**src/rtl/instr_mem_loader_pkg.sv**
```systemverilog
// Shared definitions for the instruction-memory program loader.
// State encoding, word geometry and the default end-of-program marker.
package loader_pkg;

  typedef enum logic [2:0] {
    ST_IDLE  = 3'd0,
    ST_RECV  = 3'd1,
    ST_WRITE = 3'd2,
    ST_DONE  = 3'd3,
    ST_ERROR = 3'd4
  } state_t;

  localparam int BYTES_PER_WORD = 4;
  localparam int ADDR_STEP      = 4;

  localparam logic [31:0] HALT_WORD_DEFAULT = 32'hFFFF_FFFF;

endpackage

```
**src/rtl/instr_mem_loader_word_assembler.sv**
```systemverilog
// Packs a byte stream into words, first byte in the MSB position.
// word/word_valid are combinational so the FSM can capture on the 4th strobe.
module word_assembler
  import loader_pkg::*;
#(
  parameter int DATA_WIDTH = 8
) (
  input  logic                                 clk,
  input  logic                                 rst_n,
  input  logic                                 clear,
  input  logic                                 valid,
  input  logic [DATA_WIDTH-1:0]                data,
  output logic                                 word_valid,
  output logic [DATA_WIDTH*BYTES_PER_WORD-1:0] word
);

  logic [DATA_WIDTH*(BYTES_PER_WORD-1)-1:0] shift_reg;
  logic [1:0]                               byte_cnt;

  assign word_valid = valid && (byte_cnt == 2'(BYTES_PER_WORD - 1));
  assign word       = {shift_reg, data};

  // Counter wraps 3 -> 0 on the last byte, so the next word starts cleanly.
  always_ff @(posedge clk or negedge rst_n) begin
    if (!rst_n) begin
      shift_reg <= '0;
      byte_cnt  <= '0;
    end else if (clear) begin
      shift_reg <= '0;
      byte_cnt  <= '0;
    end else if (valid) begin
      shift_reg <= {shift_reg[DATA_WIDTH*(BYTES_PER_WORD-2)-1:0], data};
      byte_cnt  <= byte_cnt + 2'd1;
    end
  end

endmodule

```
**src/rtl/instr_mem_loader.sv**
```systemverilog
// Program loader: bytes from the UART are packed into words and written to
// consecutive word-aligned RAM addresses until the halt word or memory full.
//
// state    | meaning
// IDLE     | waiting for i_start, bytes ignored
// RECV     | collecting bytes of the current word
// WRITE    | one-cycle RAM write of the assembled word
// DONE     | halt word written, sticky until i_start
// ERROR    | memory full without halt word, sticky until i_start
module instr_mem_loader
  import loader_pkg::*;
#(
  parameter int                                  ADDR_WIDTH = 12,
  parameter int                                  DATA_WIDTH = 8,
  parameter logic [DATA_WIDTH*BYTES_PER_WORD-1:0] HALT_WORD  = HALT_WORD_DEFAULT
) (
  input  logic                                 i_clk,
  input  logic                                 i_rst_n,
  input  logic                                 i_start,
  input  logic [DATA_WIDTH-1:0]                i_rx_data,
  input  logic                                 i_rx_valid,
  output logic                                 o_write_enable,
  output logic [ADDR_WIDTH-1:0]                o_addr,
  output logic [DATA_WIDTH*BYTES_PER_WORD-1:0] o_data,
  output logic                                 o_busy,
  output logic                                 o_done,
  output logic                                 o_error
);

  localparam logic [ADDR_WIDTH-1:0] ADDR_INC  = ADDR_WIDTH'(ADDR_STEP);
  localparam logic [ADDR_WIDTH-1:0] ADDR_LAST = ~ADDR_WIDTH'(ADDR_STEP - 1);

  state_t                               state;
  logic                                 accept;
  logic                                 word_valid;
  logic [DATA_WIDTH*BYTES_PER_WORD-1:0] word;

  // A byte arriving during WRITE is already byte 0 of the next word.
  assign accept = i_rx_valid && ((state == ST_RECV) || (state == ST_WRITE));

  word_assembler #(
    .DATA_WIDTH(DATA_WIDTH)
  ) u_word_assembler (
    .clk       (i_clk),
    .rst_n     (i_rst_n),
    .clear     (i_start),
    .valid     (accept),
    .data      (i_rx_data),
    .word_valid(word_valid),
    .word      (word)
  );

  always_ff @(posedge i_clk or negedge i_rst_n) begin
    if (!i_rst_n) begin
      state  <= ST_IDLE;
      o_addr <= '0;
      o_data <= '0;
    end else if (i_start) begin
      state  <= ST_RECV;
      o_addr <= '0;
    end else begin
      case (state)
        ST_RECV: begin
          if (word_valid) begin
            o_data <= word;
            state  <= ST_WRITE;
          end
        end
        ST_WRITE: begin
          if (o_data == HALT_WORD) begin
            state <= ST_DONE;
          end else if (o_addr == ADDR_LAST) begin
            state <= ST_ERROR;
          end else begin
            o_addr <= o_addr + ADDR_INC;
            state  <= ST_RECV;
          end
        end
        default: ;
      endcase
    end
  end

  // Decoded straight from the state register so reset drops them at once.
  assign o_write_enable = (state == ST_WRITE);
  assign o_busy         = (state == ST_RECV) || (state == ST_WRITE);
  assign o_done         = (state == ST_DONE);
  assign o_error        = (state == ST_ERROR);

endmodule

```
**config.mk**
```make
export PLATFORM = sky130hd
export DESIGN_NAME = instr_mem_loader
export DESIGN_NICKNAME = d
export VERILOG_FILES = /design/src/rtl/instr_mem_loader_pkg.sv /design/src/rtl/instr_mem_loader_word_assembler.sv /design/src/rtl/instr_mem_loader.sv
export SDC_FILE = /design/constraint.sdc
export NUM_CORES = 1
export LEC_CHECK = 0
export ABC_AREA = 1
export CAP_MARGIN = 20
export CORE_MARGIN = 2
export CORE_UTILIZATION = 45
export CTS_BUF_LIST = sky130_fd_sc_hd__clkbuf_16
export CTS_CLUSTER_DIAMETER = 120
export DETAILED_ROUTE_END_ITERATION = 7
export GPL_ROUTABILITY_DRIVEN = 1
export PLACE_DENSITY = 0.7
export SLEW_MARGIN = 20
export SYNTH_ARGS = -nofsm -noshare
export SYNTH_HDL_FRONTEND = slang
export SYNTH_SLANG_ARGS = --single-unit
```
**constraint.sdc**
```tcl
create_clock -name i_clk -period 2.3 [get_ports i_clk]
set_input_delay 0.46 -clock i_clk [delete_from_list [all_inputs] [get_ports i_clk]]
set_output_delay 0.46 -clock i_clk [all_outputs]
set_load 0.02 [all_outputs]
```
==> results.cfg, run 1 <==
[floorplanning]
io_pins = 60
design.core.area_mm2 = 0.00691
die_height_um = 89.0
initial_utilization = 0.471
chipWidth_um = 89.0
floorplan.rows = 30
fp.dieArea_mm2 = 0.00793

[clocking]
tritoncts = built
postCtsSetupRepairBufs = 0
clkLatencyLatePin_ns = 0.33
postCtsHoldBufs = 0
root_buffer = clkbuf_16
cts-htree-levels = 3
cts.reportedPaths.clkPinSlew_ns = 0.06
cts_repair_resize_count = 0
cts_inserted_buffers = 9
clk_path_buf_depth = 2
cts_num_sinks = 71

[setup_path]
cp_cell_sequence = nor3_4, inv_2, nand2_2, clkdlybuf4s50_1
setup.worst_path.end_class = output pin
crit_buf_inv = 2
critical-path-max-stage-delay_ns = 0.60
timing.critical_path.arrival_ns = 1.76
crit_slowest_cell = clkdlybuf4s50_1
worst-path-max-fanout = 5
cp_data_required_time_ns = 1.84
setup.worst_path.class = flip-flop to output pin
cp_top_family = buffers and inverters
critical_path.startpoint_type = flip-flop

[route]
drt_drc_violations_left = 0
drt_first_pass_iters = 4
routed_via_density = 4.89
antenna_left = 0
detail_route.wirelength_um = 7250
detail_route.wl_per_cell_um = 13.5
route.vias.total = 2621
drt_iter0_markers = 180

[timing]
totalNegativeSetupSlack_ns = 0
finalCriticalPeriod_ns = 2.22
slew_margin_rel = 0.629
timing.final.crit_share = 0.965
finalSetupViolations = 0
timing.final.hold_violations = 0
max_clock_freq_mhz = 451
rsz_0062_raised_after_global_routing = no
timing_worst_slew_pin_value_ns = 0.557
final.setup.worst_slack_ns = 0.0814
drv_slew = 0
finClkSkew_ns = 0.00821

[cells_and_area]
layout_commonest_cell = nand2_1
design_area_mm2 = 0.00425
nNetsFinal = 450
final_cell_mix = nand2_1, dfrtp_1, clkdlybuf4s50_1, inv_1
diodes = 0
layout-drive-gt1-share = 0.105
largest_reg_flops = 32
layout-area-overhead-vs-synth_pct = 30.6

[power]
total_leakage_power_nw = 1.88
ir_drop_mv = 0.423
overall_power_consumption_w = 0.00313
powerDensity_mw_per_mm2 = 736

[logic_synthesis]
synth.area.top_cells = dfrtp_1, nand2_1, inv_1
yosysWarnings = 0
postSynthCellCount = 376
synth_top_area_frac = 0.546
seq_area_frac_synth = 0.546
syn_area_per_cell_um2 = 8.65
yosys.area.top_type = dfrtp_1
syn_area_mm2 = 0.00325
yosys.cell_types.count = 26
synth.ff_latch_count = 71

[grt]
grt_max_degree = 65
gr-total-overflow = 0
global_route.usage.total = 0.203
grt_first_pass_wirelength_um = 12300
first_global_vias = 2499
grt_antenna_before_repair = 0

[status]
status = finished, final reports clean

[placement]
place.gp.congestion = 0.879
dpl-instance-area_mm2 = 0.00393
pre_cts_setup_slack_ns = 0.254
hpwl_um = 4920
portBuffers = 57

[flow_run]
max_cap_violations = 0

[min_path]
hold_path.class = input port to asynchronous set/reset pin
## worst reg2reg max path: stages (launching register included)
cell and delay (ns):
dfrtp_1 0.45, nor3_4 0.25, inv_2 0.05, nand2_2 0.08, nand2_2 0.08, inv_2 0.20
nand2_2 0.29, mux2i_1 0.21
## through the flow
step | hold slack [ns] | util | std cells
2_1_floorplan | 0.164 | - | 377
3_3_place_gp | 0.471 | 0.569 | 520
3_5_place_dp | 0.477 | 0.569 | 520
4_1_cts | 0.132 | 0.615 | 536
5_1_grt | 0.160 | 0.615 | 536
6_report | 0.116 | 0.615 | 536
## report_power, final
group	switching [W]	internal [W]	leakage, nW
Clock	0.000529	0.000951	0.157
Sequential	0.0000395	0.00129	0.980
Combinational	0.000192	0.000123	0.739
Total	0.000760	0.00237	1.88
## cell usage after synthesis
master / n
nand2_1: 105
nor3_1: 2
ha_1: 3
a21oi_1: 5
clkbuf_2: 1
nand3b_1: 1
nand3_1: 17
o21ai_0: 30
o21ai_1: 16
buf_4: 5
nand4_1: 9
mux2i_1: 1
o22ai_2: 10
buf_6: 2
nor2_1: 30
o22ai_1: 2
dfrtp_1: 71
o21a_1: 1
buf_2: 5
nand3_2: 4
clkbuf_1: 4
nand2_2: 4
inv_1: 42
inv_2: 4
nor3_4: 1
conb_1: 1
## per-layer routing
metal	up-vias	routed length (µm)	GRT usage	share of wire
met5	-	0	0	0
li1	1328	-	-	-
met4	0	103	0.0692	0.014
met3	11	314	0.0416	0.043
met2	71	3290	0.306	0.45
met1	1211	3540	0.294	0.49
## final timing paths
check                      cells after the start  slack [ns]                                      from                                  endpoint
min reg2reg                                    1        0.49  u_word_assembler.byte_cnt[0]$_DFFE_PN0P_  u_word_assembler.byte_cnt[0]$_DFFE_PN0P_
max in group asynchronous                      2        1.52                                   i_rst_n                     o_addr[9]$_DFFE_PN0P_
min                                            1        0.12                                   i_rst_n                     o_data[3]$_DFFE_PN0P_
max                                            4        0.08                      state[1]$_DFFE_PN0P_                                    o_busy
max reg2reg                                    7        0.60                      state[1]$_DFFE_PN0P_  u_word_assembler.byte_cnt[0]$_DFFE_PN0P_
min in group i_clk                             1        0.49  u_word_assembler.byte_cnt[0]$_DFFE_PN0P_  u_word_assembler.byte_cnt[0]$_DFFE_PN0P_
## cell families (layout without fill, tap and decap cells)
group,count (synthesis),after routing,synth area share
mux,1,1,0.00308
flops,71,71,0.546
buf+inv,63,126,0.0854
fa+ha+maj,3,3,0.0115
other cells,1,2,0.00115
simple gates,173,173,0.230
compound gates,64,64,0.123
## cell type report
type                            count  area (µm²)
Timing Repair Buffer               64         656
Fill cell                         606        2660
Inverter                           46         173
Clock inverter                      7        95.1
Sequential cell                    71        1780
Clock buffer                        9         225
Tap cell                           96         120
Multi-Input combinational cell    243        1200
Note: power is estimated with default switching activity, not from simulation.
==> inputs of run 2 (changes only) <==
- PLACE_DENSITY: 0.7 -> 0.73
- clock period: 2.3 -> 1.96 ns (I/O delays scaled with it)
==> run 2 against run 1 <==
Effect of this change:
- clock skew fell by 0.0040 ns
- worst hold slack got worse by 0.036 ns
- worst setup slack got worse by 0.0016 ns
- sequential power rose by 18%
- total power rose by 16%
- highest routed layer unchanged
- combinational power rose by 18%
- sequential share of layout area fell by 0.13 points
- count of clock-buffer cells in the layout did not move
- critical path depth fell by 3
- wire length fell by 0.79%
- via count rose by 2.6%
==> results.cfg, run 2 (synthesis gave the netlist of run 1 again) <==
[floorplanning]
floorplan.rows = 30
fp.dieArea_mm2 = 0.00793
design.core.area_mm2 = 0.00691
initial_utilization = 0.471
die_height_um = 89.0
io_pins = 60
chipWidth_um = 89.0

[setup_path]
cp_top_family = buffers and inverters
worst_r2r_startpoint = o_data[8]$_DFFE_PN0P_
timing.critical_path.arrival_ns = 1.49
timing.reg2reg.setup_slack_ns = 0.31
setup.worst_path.class = flip-flop to output pin
critical-path-max-stage-delay_ns = 0.66
setup.worst_path.end_class = output pin
worst-path-max-fanout = 9
crit_slowest_cell = clkdlybuf4s50_1
worst_r2r_endpoint = o_addr[2]$_DFFE_PN0P_
cp_cell_sequence = clkdlybuf4s50_1
r2r_cells = 8
cp_data_required_time_ns = 1.57
critical_path.startpoint_type = flip-flop
crit_buf_inv = 1

[status]
status = finished, final reports clean

[placement]
placedCellCount = 523
place.gp.congestion = 0.830
hpwl_um = 4930
portBuffers = 57

[grt]
grt_max_degree = 72
grt_antenna_before_repair = 0
grt_first_pass_wirelength_um = 12100
global_route.usage.total = 0.198
first_global_vias = 2592
gr-total-overflow = 0

[clocking]
tritoncts = built
cts_num_sinks = 71
cts-htree-levels = 3
postCtsSetupRepairBufs = 0
root_buffer = clkbuf_16
clk_path_buf_depth = 2
cts.reportedPaths.clkPinSlew_ns = 0.05
postCtsHoldBufs = 0
clkLatencyLatePin_ns = 0.33
cts_inserted_buffers = 9

[timing]
timing.final.crit_share = 0.959
timing.final.hold_violations = 0
rsz_0062_raised_after_global_routing = no
max_clock_freq_mhz = 532
finClkSkew_ns = 0.00422
drv_slew = 0
totalNegativeSetupSlack_ns = 0
finalSetupViolations = 0
finalCriticalPeriod_ns = 1.88

[flow_run]
max_cap_violations = 0

[cells_and_area]
final-instance-count-excl-fill = 539
largest_reg_flops = 32
layout-area-overhead-vs-synth_pct = 31.1
layout_commonest_cell = nand2_1
filler_cell_count = 593
final_cell_mix = nand2_1, dfrtp_1, clkdlybuf4s50_1, inv_1
diodes = 0
final_util = 0.617
layout-drive-gt1-share = 0.111
nNetsFinal = 453

[route]
antenna_left = 0
drt_drc_violations_left = 0
routed_via_density = 4.99
route.vias.total = 2688
drt_iter0_markers = 204
detail_route.wirelength_um = 7190
drt_first_pass_iters = 4
detail_route.wl_per_cell_um = 13.3

[power]
powerDensity_mw_per_mm2 = 851
total_leakage_power_nw = 1.91
ir_drop_mv = 0.494

[min_path]
hold_path.class = input port to asynchronous set/reset pin
## run 2: timing repair
item                                    CTS  global route
gates cloned                              0             0
endpoints found under the setup margin    4             1
gates resized for setup                   4             1
## run 2: where the power goes
part / internal (W) / switching (W) / total, W
Sequential: 0.00152 / 0.0000485 / 0.00157
Combinational: 0.000147 / 0.000224 / 0.000371
Clock: 0.00110 / 0.000590 / 0.00169
Total: 0.00277 / 0.000863 / 0.00363
## run 2: cell type report
type                       count  area [µm²]  share of cell area
timing repair buffer          67         677               0.159
sequential                    71        1780               0.417
clock buffer                   9         225              0.0528
multi-input combinational    243        1200               0.282
clock inverter                 7        88.8              0.0208
tap                           96         120              0.0282
inverter                      46         173              0.0405
## run 2: how the worst max path moves through the flow
stage,from,to,slack (ns),cells past startpoint
after detailed placement,state[1]$_DFFE_PN0P_,o_busy,0.16,4
after global placement,state[1]$_DFFE_PN0P_,o_busy,0.19,4
after CTS,state[1]$_DFFE_PN0P_,o_done,0.04,3
after floorplan,o_addr[7]$_DFFE_PN0P_,o_addr[8]$_DFFE_PN0P_,0.55,7
after global routing,state[2]$_DFFE_PN0P_,o_busy,0.02,4
final,o_addr[7]$_DFFE_PN0P_,o_addr[7],0.08,1
## run 2: routing by layer
layer,up-vias,track usage,wire [µm]
met2,66,0.309,3350
li1,1330,-,-
met5,-,0,0
met3,13,0.0508,363
met1,1279,0.271,3380
met4,0,0.0651,101
## run 2: worst register-to-register path: stages, from the launching register on
cell,delay (ns)
dfrtp_1,0.37
nand2_1,0.06
nor2_1,0.15
nand2_1,0.07
nor2_1,0.25
nand3_2,0.26
nand3_2,0.26
nand2_1,0.10
nand2_1,0.06
## run 2: stage by stage
stage / hold WS (ns) / area (µm²) / total power (W) / worst slack [ns]
2_1_floorplan: 0.0964 / 3260 / 0.00180 / 0.549
3_3_place_gp: 0.445 / 3950 / 0.00196 / 0.194
3_5_place_dp: 0.449 / 3950 / 0.00197 / 0.160
4_1_cts: 0.0963 / 4260 / 0.00366 / 0.0440
5_1_grt: 0.112 / 4260 / 0.00376 / 0.0222
6_report: 0.0803 / 4260 / 0.00363 / 0.0798
==> inputs of run 3 (changes only) <==
--- a/config.mk
+++ b/config.mk
@@ -9,10 +9,11 @@
 export CAP_MARGIN = 20
 export CORE_MARGIN = 2
-export CORE_UTILIZATION = 45
+export CORE_UTILIZATION = 40
 export CTS_BUF_LIST = sky130_fd_sc_hd__clkbuf_16
 export CTS_CLUSTER_DIAMETER = 120
 export DETAILED_ROUTE_END_ITERATION = 7
 export GPL_ROUTABILITY_DRIVEN = 1
-export PLACE_DENSITY = 0.73
+export HOLD_SLACK_MARGIN = 0.15
+export PLACE_DENSITY = 0.66
 export SLEW_MARGIN = 20
 export SYNTH_ARGS = -nofsm -noshare
==> constraint.sdc (replaced) <==
create_clock -name i_clk -period 1.96 [get_ports i_clk]
set_input_delay 0.392 -clock i_clk [delete_from_list [all_inputs] [get_ports i_clk]]
set_output_delay 0.392 -clock i_clk [all_outputs]
set_load 0.005 [all_outputs]
==> run 3 against run 2 <==
Effect of this change:
- sequential power hardly changed
- die area is 12% higher
- non-clock buffer count is 6 higher
- first-iteration DRC count is 18% lower
- combinational power is 5.4% lower
- fmax is 0.31% lower
- sequential cell count stayed put
- clock power is 15% lower
- critical endpoint is now o_write_enable
==> results.cfg, run 3 (synthesis gave the netlist of run 1 again) <==
[timing]
finClkSkew_ns = 0.00767
timing.final.crit_share = 0.962
slew_margin_rel = 0.605
timing.final.hold_violations = 0
drv_slew = 0
totalNegativeSetupSlack_ns = 0
finalCriticalPeriod_ns = 1.89
finalSetupViolations = 0
fin_hold_ws_ns = 0.489
max_clock_freq_mhz = 530
timing_worst_slew_pin_value_ns = 0.592
rsz_0062_raised_after_global_routing = no

[floorplanning]
floorplan.rows = 32
design.core.area_mm2 = 0.00781
io_pins = 60
die_height_um = 94.2
chipWidth_um = 94.2
fp.dieArea_mm2 = 0.00887
initial_utilization = 0.417

[placement]
portBuffers = 57
placedCellCount = 529
place.gp.congestion = 0.801
hpwl_um = 5060

[power]
switching_share_of_power = 0.248
powerDensity_mw_per_mm2 = 782
total_leakage_power_nw = 1.91
pwr-share-clk = 0.428
ir_drop_mv = 0.480
cellInternalPower_w = 0.00252
net-switching-power_w = 0.000831
overall_power_consumption_w = 0.00335
pwr-share-comb = 0.105
power.sequential.fraction = 0.467

[setup_path]
cp_data_required_time_ns = 1.57
startpoint_of_the_worst_setup_timing_path = state[2]$_DFFE_PN0P_
worst_r2r_startpoint = o_data[9]$_DFFE_PN0P_
critical_path.startpoint_type = flip-flop
timing.critical_path.arrival_ns = 1.49
critical-path-max-stage-delay_ns = 0.49
cp_cell_sequence = inv_1, nand3_2, inv_2, clkdlybuf4s50_1
timing.reg2reg.setup_slack_ns = 0.37
setup.worst_path.end_class = output pin
cp-endpoint = o_write_enable
setup.worst_path.class = flip-flop to output pin
worst-path-max-fanout = 3
crit_slowest_cell = clkdlybuf4s50_1
worst_r2r_endpoint = o_addr[11]$_DFFE_PN0P_
r2r_cells = 8

[route]
route.vias.total = 2693
detail_route.wirelength_um = 7290
drt_first_pass_iters = 4
drt_iter0_markers = 167
drt_drc_violations_left = 0
routed_via_density = 4.89
antenna_left = 0
detail_route.wl_per_cell_um = 13.2

[clocking]
cts_inserted_buffers = 9
cts.reportedPaths.clkPinSlew_ns = 0.05
cts-htree-levels = 3
clkLatencyLatePin_ns = 0.33
root_buffer = clkbuf_16
cts_num_sinks = 71
tritoncts = built
clk_path_buf_depth = 2

[cells_and_area]
largest_reg_flops = 32
layout-drive-gt1-share = 0.122
final-instance-count-excl-fill = 551
area_occupied_by_multi_input_gates_mm2 = 0.00120
layout-area-overhead-vs-synth_pct = 31.8
nNetsFinal = 459
filler_cell_count = 738
layout_commonest_cell = nand2_1
diodes = 0
final_cell_mix = nand2_1, dfrtp_1, clkdlybuf4s50_1, inv_1
register_area_mm2 = 0.00178

[grt]
first_global_vias = 2452
grt_max_degree = 65
gr-total-overflow = 0
grt_first_pass_wirelength_um = 12100
grt_antenna_before_repair = 0
global_route.usage.total = 0.177

[flow_run]
max_cap_violations = 0

[status]
status = finished, final reports clean

[min_path]
hold_path.class = flip-flop to flip-flop
-- run 3: per-layer routing --
metal  part of all wire  GRT usage  wire length (µm)  vias up
met5                  0          0                 0        -
met4              0.019     0.0556               137        0
met3              0.049     0.0409               359       12
met2               0.44      0.252              3200       76
met1               0.49      0.268              3590     1265
li1                   -          -                 -     1340
-- run 3: critical path, delay by kind of cell (launching register included) --
kind / cells / cell delay, ns
AND/OR/NAND/NOR: 1 / 0.10
flip-flops: 1 / 0.41
buffers and inverters: 3 / 0.66
-- run 3: final cells by class --
| cell class | count | area share |
|---|---|---|
| Clock buffer | 9 | 0.0525 |
| Clock inverter | 7 | 0.00934 |
| Inverter | 46 | 0.0403 |
| Multi-Input combinational cell | 243 | 0.281 |
| Sequential cell | 71 | 0.415 |
| Tap cell | 102 | 0.0298 |
| Timing Repair Buffer | 73 | 0.173 |
-- run 3: power groups by stage --
stage          Clock, W  Sequential, W  Combinational [W]
6_report        0.00143        0.00157           0.000351
5_1_grt         0.00152        0.00157           0.000394
4_1_cts         0.00145        0.00156           0.000355
3_5_place_dp          0        0.00159           0.000341
3_3_place_gp          0        0.00159           0.000336
2_1_floorplan         0        0.00158           0.000179
-- run 3: metrics by stage --
stage | area [µm²] | setup slack, ns | utilization
finish | 4290 | 0.0740 | 0.549
global route | 4290 | 0.0115 | 0.549
CTS | 4280 | 0.00168 | 0.548
detailed placement | 3970 | 0.136 | 0.508
global placement | 3970 | 0.202 | 0.508
floorplan | 3260 | 0.671 | -
-- run 3: worst min-delay path by stage --
stage,start,end,slack (ns),depth (start not counted)
2_1_floorplan,i_rst_n,o_addr[10]$_DFFE_PN0P_,0.1,0
3_3_place_gp,i_rst_n,o_data[10]$_DFFE_PN0P_,0.43,1
3_5_place_dp,i_rst_n,o_data[10]$_DFFE_PN0P_,0.42,1
4_1_cts,u_word_assembler.byte_cnt[0]$_DFFE_PN0P_,u_word_assembler.byte_cnt[0]$_DFFE_PN0P_,0.49,1
5_1_grt,u_word_assembler.byte_cnt[0]$_DFFE_PN0P_,u_word_assembler.byte_cnt[0]$_DFFE_PN0P_,0.52,1
6_report,u_word_assembler.byte_cnt[0]$_DFFE_PN0P_,u_word_assembler.byte_cnt[0]$_DFFE_PN0P_,0.49,1
-- run 3: repair_timing --
item                                    CTS  global route
pin swaps                                 2             0
hold buffers                              1             0
gates resized for setup                   4             1
buffers inserted                          4             1
endpoints found under the hold margin    21             0
endpoints found under the setup margin    2             2
